File: src/rtl/frame_max_tracker_pkg.sv
// frame_max_pkg: shared state encoding and default widths for the frame max tracker
package frame_max_pkg;

    typedef enum logic [1:0] {
        IDLE = 2'd0,
        RUN  = 2'd1,
        DONE = 2'd2
    } state_e;

    localparam int DEF_WIDTH = 8;
    localparam int DEF_IDX_W = 8;

endpackage

File: src/rtl/frame_max_tracker_cmp.sv
// max_cmp8: unsigned greater-than of a new sample against the stored maximum
module majorComparator #(
    parameter int W = 8
) (
    input  logic [W-1:0] a_i,
    input  logic [W-1:0] b_i,
    output logic         gt_o
);

    assign gt_o = a_i > b_i;

endmodule

module max_cmp8 #(
    parameter int WIDTH = 8
) (
    input  logic [WIDTH-1:0] in_data_i,
    input  logic [WIDTH-1:0] max_val_i,
    output logic             gt_o
);

    majorComparator #(.W(WIDTH)) u_cmp (
        .a_i (in_data_i),
        .b_i (max_val_i),
        .gt_o(gt_o)
    );

endmodule

File: src/rtl/frame_max_tracker.sv
// frame_max_tracker: per-frame running maximum with first-occurrence index and saturating count
module frame_max_tracker
    import frame_max_pkg::*;
#(
    parameter int WIDTH = DEF_WIDTH,
    parameter int IDX_W = DEF_IDX_W
) (
    input  logic             clk,
    input  logic             rst,
    input  logic             start,
    input  logic             in_valid,
    input  logic [WIDTH-1:0] in_data,
    input  logic             in_last,
    output logic             in_ready,
    output logic             out_valid,
    input  logic             out_ready,
    output logic [WIDTH-1:0] max_val,
    output logic [IDX_W-1:0] max_idx,
    output logic [IDX_W-1:0] count,
    output logic             ovf
);

    state_e           state_q, state_d;
    logic [WIDTH-1:0] max_q, max_d;
    logic [IDX_W-1:0] idx_q, idx_d;
    logic [IDX_W-1:0] cnt_q, cnt_d;
    logic             ovf_q, ovf_d;
    logic             first_q, first_d;
    logic             gt, accept, clear, take, sat;

    max_cmp8 #(.WIDTH(WIDTH)) u_cmp (
        .in_data_i(in_data),
        .max_val_i(max_q),
        .gt_o     (gt)
    );

    // first_q forces the opening sample in even when it does not beat the cleared maximum
    always_comb begin
        accept  = state_q == RUN && in_valid;
        clear   = start && (state_q == IDLE || (state_q == DONE && out_ready));
        take    = accept && (first_q || gt);
        sat     = &cnt_q;
        state_d = state_q == IDLE ? (start ? RUN : IDLE)
                : state_q == RUN  ? (accept && in_last ? DONE : RUN)
                : out_ready       ? (start ? RUN : IDLE) : DONE;
        max_d   = clear ? '0 : take ? in_data : max_q;
        idx_d   = clear ? '0 : take ? cnt_q : idx_q;
        cnt_d   = clear ? '0 : (accept && !sat) ? cnt_q + IDX_W'(1) : cnt_q;
        ovf_d   = clear ? 1'b0 : ovf_q | (accept & sat);
        first_d = clear | (first_q & ~accept);
    end

    always_ff @(posedge clk) begin
        if (rst) begin
            state_q <= IDLE;
            max_q   <= '0;
            idx_q   <= '0;
            cnt_q   <= '0;
            ovf_q   <= 1'b0;
            first_q <= 1'b0;
        end else begin
            state_q <= state_d;
            max_q   <= max_d;
            idx_q   <= idx_d;
            cnt_q   <= cnt_d;
            ovf_q   <= ovf_d;
            first_q <= first_d;
        end
    end

    assign in_ready  = state_q == RUN;
    assign out_valid = state_q == DONE;
    assign max_val   = max_q;
    assign max_idx   = idx_q;
    assign count     = cnt_q;
    assign ovf       = ovf_q;

endmodule

File: config.mk
export PLATFORM = sky130hd
export DESIGN_NAME = frame_max_tracker
export DESIGN_NICKNAME = d
export VERILOG_FILES = /design/src/rtl/frame_max_tracker_pkg.sv /design/src/rtl/frame_max_tracker_cmp.sv /design/src/rtl/frame_max_tracker.sv
export SDC_FILE = /design/constraint.sdc
export NUM_CORES = 1
export LEC_CHECK = 0
export ABC_AREA = 1
export BUFFER_PORTS_ARGS = -buffer_cell sky130_fd_sc_hd__buf_4
export CORE_MARGIN = 10
export CORE_UTILIZATION = 30
export DETAILED_ROUTE_END_ITERATION = 10
export HOLD_SLACK_MARGIN = 0.15
export PLACE_DENSITY = 0.56
export REMOVE_ABC_BUFFERS = 1
export SKIP_LAST_GASP = 1
export SLEW_MARGIN = 15
export SYNTH_ARGS = -nofsm -noshare
export SYNTH_HDL_FRONTEND = slang
export SYNTH_HIERARCHICAL = 1
export SYNTH_SLANG_ARGS = --single-unit
File: constraint.sdc
create_clock -name clk -period 3.7 [get_ports clk]
set_input_delay 0.555 -clock clk [delete_from_list [all_inputs] [get_ports clk]]
set_output_delay 0.555 -clock clk [all_outputs]
set_load 0.01 [all_outputs]
=== Yosys cells after proc, flatten, opt, wreduce, memory -nomap -nowiden ===
Index checks and enable logic that the tools add are counted.

* Register bits: 28
* Word-level logic and storage cells: 32
* Bits of input ports: 14
* Output and inout bits: 27

* Muxes and demuxes: 5
* Add/sub/neg operators: 1
* Equal/unequal tests: 2
* Reduce and logical (&&, ||, !) cells: 12
* Bitwise gates (word level): 5
* $lt $le $gt $ge: 1

{| class="wikitable"
|+ Operator list
! cell !! number
|-
| $add A8 B1 Y8 const B || 1
|-
| $gt A8 B8 Y1 || 1
|-
| $mux W2 || 4
|-
| $reduce_and A8 Y1 || 1
|-
| $logic_and A1 B1 Y1 || 6
|-
| $and A1 B1 Y1 || 2
|-
| $eq A2 B1 Y1 const B || 1
|-
| $eq A2 B2 Y1 const B || 1
|-
| $logic_not A2 Y1 || 1
|-
| $logic_or A1 B1 Y1 || 2
|-
| $or A1 B1 Y1 || 2
|-
| $reduce_or A2 Y1 || 1
|-
| $logic_not A1 Y1 || 1
|-
| $mux W1 || 1
|-
| $not A1 Y1 || 1
|}

=== Depth between registers and ports, before layout ===
* Depth in word-level cells: 6
* Mapped depth: 15
* Depth with buffers taken out: 14

=== Modules after synthesis ===
Netlist, hierarchy kept.

{| class="wikitable"
|+ By module, submodules not included
! module !! seq. area each (µm²) !! instances !! cells an instance !! area each (µm²)
|-
| frame_max_tracker || 560.5 || 1 || 165 || 1213.7
|-
| majorComparator || 0.0 || 1 || 36 || 217.7
|}

=== Worst setup path before layout ===
Ideal clock, no wire load.

* Kind: input -> register
* Start: in in_data[7]
* End: reg idx_q[0], in the netlist max_idx[0]
* Arrival time: 1.919 ns
* Setup slack: 1.715 ns
* Data required time: 3.634 ns
* Stages: 10
* Library setup time: 0.066 ns
* Buffers on the path: 1
* Cell sequence: ha_1 > a21o_2 > nor2_1 > a21oi_1 > nor2_1 > nor2_8 > inv_2 > buf_6 > nand2_1 > a21oi_2

* Longest elaborated chain between the ends: 3

{| class="wikitable"
|+ Ends and longest elaborated chain
! element !! RTL line !! source
|-
| start: declaration || frame_max_tracker.sv:12 || <nowiki>input logic [WIDTH-1:0] in_data,</nowiki>
|-
| $gt A8 B8 Y1 || frame_max_tracker_cmp.sv:10 || <nowiki>assign gt_o = a_i > b_i;</nowiki>
|-
| named net gt || frame_max_tracker.sv:29 || <nowiki>logic gt, accept, clear, take, sat;</nowiki>
|-
| $logic_or A1 B1 Y1 || frame_max_tracker.sv:41 || <nowiki>take = accept && (first_q || gt);</nowiki>
|-
| $logic_and A1 B1 Y1 || frame_max_tracker.sv:41 ||
|-
| end signal: assignment || frame_max_tracker.sv:64 || <nowiki>idx_q <= idx_d;</nowiki>
|-
| end: declaration || frame_max_tracker.sv:25 || <nowiki>logic [IDX_W-1:0] idx_q, idx_d;</nowiki>
|}

The timed path passes the listed nets, and every way through them passes these cells.
A chain may end at the register's enable or synchronous reset.

=== Worst setup path in the final report ===
* Start: reg max_q[7], in the netlist max_val[7]
* End: reg idx_q[0], in the netlist max_idx[0]

* Longest elaborated chain between the ends: 3

{| class="wikitable"
|+ Ends and longest elaborated chain
! element !! RTL line !! source
|-
| start: declaration || frame_max_tracker.sv:24 || <nowiki>logic [WIDTH-1:0] max_q, max_d;</nowiki>
|-
| start signal: assignment || frame_max_tracker.sv:63 || <nowiki>max_q <= max_d;</nowiki>
|-
| $gt A8 B8 Y1 || frame_max_tracker_cmp.sv:10 ||
|-
| named net gt || frame_max_tracker.sv:29 ||
|-
| $logic_or A1 B1 Y1 || frame_max_tracker.sv:41 ||
|-
| $logic_and A1 B1 Y1 || frame_max_tracker.sv:41 ||
|}

The timed path passes the listed nets, and every way through them passes these cells.

==> run summary <==
In this run the biggest area consumer among cell types represents 39.2% of the synthesized area. Routability-driven placement finished with a final weighted congestion of between 0.7 and 0.8. The number of diodes is 0.

The average vias per placed instance came out at approximately 4.5. The net count reported at finish came out at 266. No sink is reached through more buffers than the 2 on the longest clock path. The number of hold violations in the final report came out at 0. The share of synthesized area occupied by flip-flops and latches is 39.2%. The post-synthesis to final-layout area growth came out at 28.1%. The clock net in this run drives a total of 28 sinks. The number of cells on the worst reg-to-reg path is 12. The floorplan has 25 rows. Post-CTS repair changed the size of 0 cells.

The register area came out at between 500 and 600 µm². The clock transition at the register clock pins on the worst setup and hold paths after CTS is about 100 ps. In the synthesized netlist the dominant register cell turns out to be sky130_fd_sc_hd__dfxtp_1.

In this run the count of I/O pins placed on the die edge is 41. The worst setup path is launched from a register. In the synthesized netlist the async set-or-reset flop fraction comes to 0%. The critical path buffer and inverter count came out at 2. The flow ran to the end, and the final reports show no timing, DRC or antenna violations. The via count of the first global-routing pass came to between 1000 and 1500. For this run, the top clock speed supported by timing is 0.496 GHz. The library cell occupying the most area in the post-synthesis netlist is sky130_fd_sc_hd__dfxtp_1. The kind of path behind the tightest hold check is reg2reg. The number of enable flip-flop cells after synthesis is 0. The H-tree level count came out at 1. Post-CTS timing repair inserted 0 buffers for setup. The ratio of cells with drive above 1 in the final layout came out at 22.3%. In this run the cell area of the synthesized design comes to between 1000 and 1500 µm². The floorplan step set the die width to just under 90 µm.

VDD sags by at most about 0.15 mV. The number of failing setup endpoints in the final timing report is 0. The initial antenna violation count came out at 0. The met1 track demand over resource in global routing is a little under an eighth. The number of pins with negative max-slew slack in the final report came out at 0. Ranked by total cell area, the synthesized netlist is headed by sky130_fd_sc_hd__dfxtp_1 39%, sky130_fd_sc_hd__nand2_1 17%, sky130_fd_sc_hd__ha_1 7.9%, sky130_fd_sc_hd__a21oi_1 7.3%, sky130_fd_sc_hd__nor2_1 6.6%.

The length of the first detailed-routing pass in iterations is 4. The pin count of the biggest net entering global routing is 19. The delay of the slowest cell on the worst path is approximately 380 ps.

The normalized max-slew margin is between 70 and 80%. At the end of the flow the core is filled with cells to about two fifths. The share of power burned in combinational logic came out at approximately an eighth. The internal portion of the total power is 0.000486 W.

The power spent charging and discharging nets is around 0.00015 W. The layer with the highest usage after global routing is met2. The static leakage is 0.782 nW. The aggregate routed wire length came out at between 3 and 4 mm.

The share of total power dissipated in sequential elements is about half. The area of the multi-input gates is 737 µm². The worst register-to-register path ends at max_idx[0]$_SDFFE_PP0P_. The required arrival time at the worst endpoint came out at 3910 ps. The number of buffers inserted by hold repair at cts is 0. After synthesis, the mean cell area works out to about 7 µm². The number of DRC markers after the initial detailed-route iteration is 28. The clock share of power came out at between 30% and 40%. The final worst clock skew came out at between 5 and 6 ps.

For met3 alone, demand over resource in global routing was under 10%. The number of nets with antenna violations after routing came out at 0. The final period demand of the worst path came out at approximately 2000 ps. The tool flagged a number of max-cap violations equal to 0.

Setup repair after global routing left no endpoint under its margin. The global router's overall resource usage came out at 9.05%. The most common cell in the synthesized netlist is sky130_fd_sc_hd__nand2_1.

The worst hold path terminates at max_idx[7]$_SDFFE_PP0P_. The start of the worst register-to-register path is max_val[7]$_SDFFE_PP0P_. In the final routed layout, each cell accounts on average for 11.8 µm. For the final routed database, the setup TNS stands at 0 ps. The cell sitting at the root of the clock tree is a sky130_fd_sc_hd__clkbuf_8. Buffers placed on the I/O ports in this run total 40. The total half-perimeter wirelength after legalization and detailed placement came out at 2.77 mm.

The wire length of the first global-routing pass is roughly 5.8 mm. For the worst setup path, the data arrival time is 2230 ps. The number of warnings printed during yosys synthesis is 6. Of all nets on the critical path, the largest fanout is 18. Across all layers, the routed design uses approximately 1300 vias. The slack of the worst reg-to-reg path came out at 1680 ps. The met2 layer usage reported by global route is 13.8%.

Ranked by instance count, the synthesized netlist is headed by 65 x sky130_fd_sc_hd__nand2_1, 28 x sky130_fd_sc_hd__dfxtp_1, 25 x sky130_fd_sc_hd__nor2_1. The cell type group with the largest total delay on the critical path is simple AND/OR/NAND/NOR gates. The instance count of the mapped netlist came out at between 200 and 250. After global routing the overflow that remains totals 0.

Fill cells in the final layout number roughly 510. The initial utilization of the core area, before any placement, comes to about 30%. The register bit total from synthesis is 28. The cell type of the slowest stage on the worst timing path is sky130_fd_sc_hd__dfxtp_1. The transition time at the pin with the least slew margin came out at 332 ps.

For this design the ratio of total power to cell area is 348 nW/µm². In this run the most critical hold path is launched from max_idx[7]$_SDFFE_PP0P_. The worst setup path is captured at a register. The clock latency reported for the late side of the worst-skew pair is 270 ps.

The floorplan step set the die height to 89.1 µm. Yosys mapped the design onto 21 distinct sky130hd cell types. The number of clock buffers added by TritonCTS is 3. TritonCTS built the clock tree.

The floorplan core area is between 4000 and 5000 µm². The die covers around 7900 µm². After detailed routing, the number of remaining DRC violations is 0. The signal on the critical path passes through inv_1, ha_1, nand2_1, nor2_2, nand3_1, nor2_1, a21oi_1, nor2_1, nor2_8, inv_2, nand2_1, a21oi_2.

The category of the most critical setup path is reg2reg. The most critical setup path has its startpoint at max_val[7]$_SDFFE_PP0P_. In the finished design, the share of the clock period the worst path needs comes to about 55%. The number of instances on the worst hold path is 2. The net switching share of the total power came out at 23.8%.
==> layout by cell type, fill, tap and decap left out, types with 2 or more instances in the layout <==
master and n:
sky130_fd_sc_hd__a21oi_1 21, sky130_fd_sc_hd__a21oi_2 3, sky130_fd_sc_hd__a31oi_1 2, sky130_fd_sc_hd__buf_4 40, sky130_fd_sc_hd__clkbuf_8 3, sky130_fd_sc_hd__dfxtp_1 28
sky130_fd_sc_hd__ha_1 9, sky130_fd_sc_hd__inv_1 23, sky130_fd_sc_hd__inv_2 2, sky130_fd_sc_hd__nand2_1 65, sky130_fd_sc_hd__nand3_1 9, sky130_fd_sc_hd__nor2_1 25
sky130_fd_sc_hd__o21ai_0 3
==> cells by family (layout without fill, tap and decap cells) <==
| group | Yosys count | after routing | synth area share, % |
|---|---|---|---|
| AND/OR/NAND/NOR | 103 | 103 | 30.2 |
| adder cells (fa/ha/maj) | 9 | 9 | 7.87 |
| flip-flops | 28 | 28 | 39.2 |
| buffers and inverters | 29 | 70 | 9.35 |
| AO/OA/AOI/OAI | 32 | 32 | 13.4 |
==> power groups by stage <==
stage	logic (W)	clock network [W]	registers [W]
3_3_place_gp	0.0000834	0	0.000322
5_1_grt	0.0000950	0.000258	0.000316
3_5_place_dp	0.0000841	0	0.000322
2_1_floorplan	0.0000488	0	0.000321
6_report	0.0000824	0.000240	0.000315
4_1_cts	0.0000846	0.000247	0.000315
==> layer usage <==
layer	wire, µm	up-vias	share of wire, %
met2	1490	28	43
li1	-	723	-
met1	1650	578	48
met4	19	0	0.55
met5	0	-	0
met3	318	2	9.1
==> worst register-to-register path: stages (launching register included) <==
cell                      delay [ps]
sky130_fd_sc_hd__dfxtp_1         380
sky130_fd_sc_hd__inv_1            50
sky130_fd_sc_hd__ha_1            280
sky130_fd_sc_hd__nand2_1          80
sky130_fd_sc_hd__nor2_2          120
sky130_fd_sc_hd__nand3_1          70
sky130_fd_sc_hd__nor2_1           90
sky130_fd_sc_hd__a21oi_1          50
sky130_fd_sc_hd__nor2_1          270
sky130_fd_sc_hd__nor2_8          130
sky130_fd_sc_hd__inv_2           220
sky130_fd_sc_hd__nand2_1         100
sky130_fd_sc_hd__a21oi_2         110
==> stage by stage <==
stage	hold slack [ps]	std cells	power, W	cell area [µm²]	setup WS, ps
after floorplan	440	198	0.000370	1400	1720
after global placement	462	292	0.000405	1760	1460
after detailed placement	462	292	0.000406	1760	1410
after CTS	469	296	0.000647	1830	1660
after global routing	472	296	0.000669	1830	1450
final	472	296	0.000638	1830	1680
==> flip-flops by register name, summed over array words and instances (netlist names) <==
name     count
max_idx      8
first_q      1
ovf          1
max_val      8
count        8
state_q      2
==> final cells by class <==
class	instances	area share (%)
inverters	26	5.32
repair buffers	40	16.4
clock buffers	3	2.25
flip-flops and latches	28	30.6
multi-input cells	144	40.2
clock inverters	1	1.64
well taps	54	3.68
==> how the worst max path moves through the flow <==
stage	endpoint	slack, ps	cells past startpoint
2_1_floorplan	max_idx[0]$_SDFFE_PP0P_	1720	9
3_3_place_gp	max_idx[1]$_SDFFE_PP0P_	1460	12
3_5_place_dp	max_val[4]$_SDFFE_PP0P_	1410	12
4_1_cts	max_val[4]$_SDFFE_PP0P_	1660	12
5_1_grt	max_idx[0]$_SDFFE_PP0P_	1450	12
6_report	max_idx[0]$_SDFFE_PP0P_	1680	12
(Power assumes the default switching activity.)
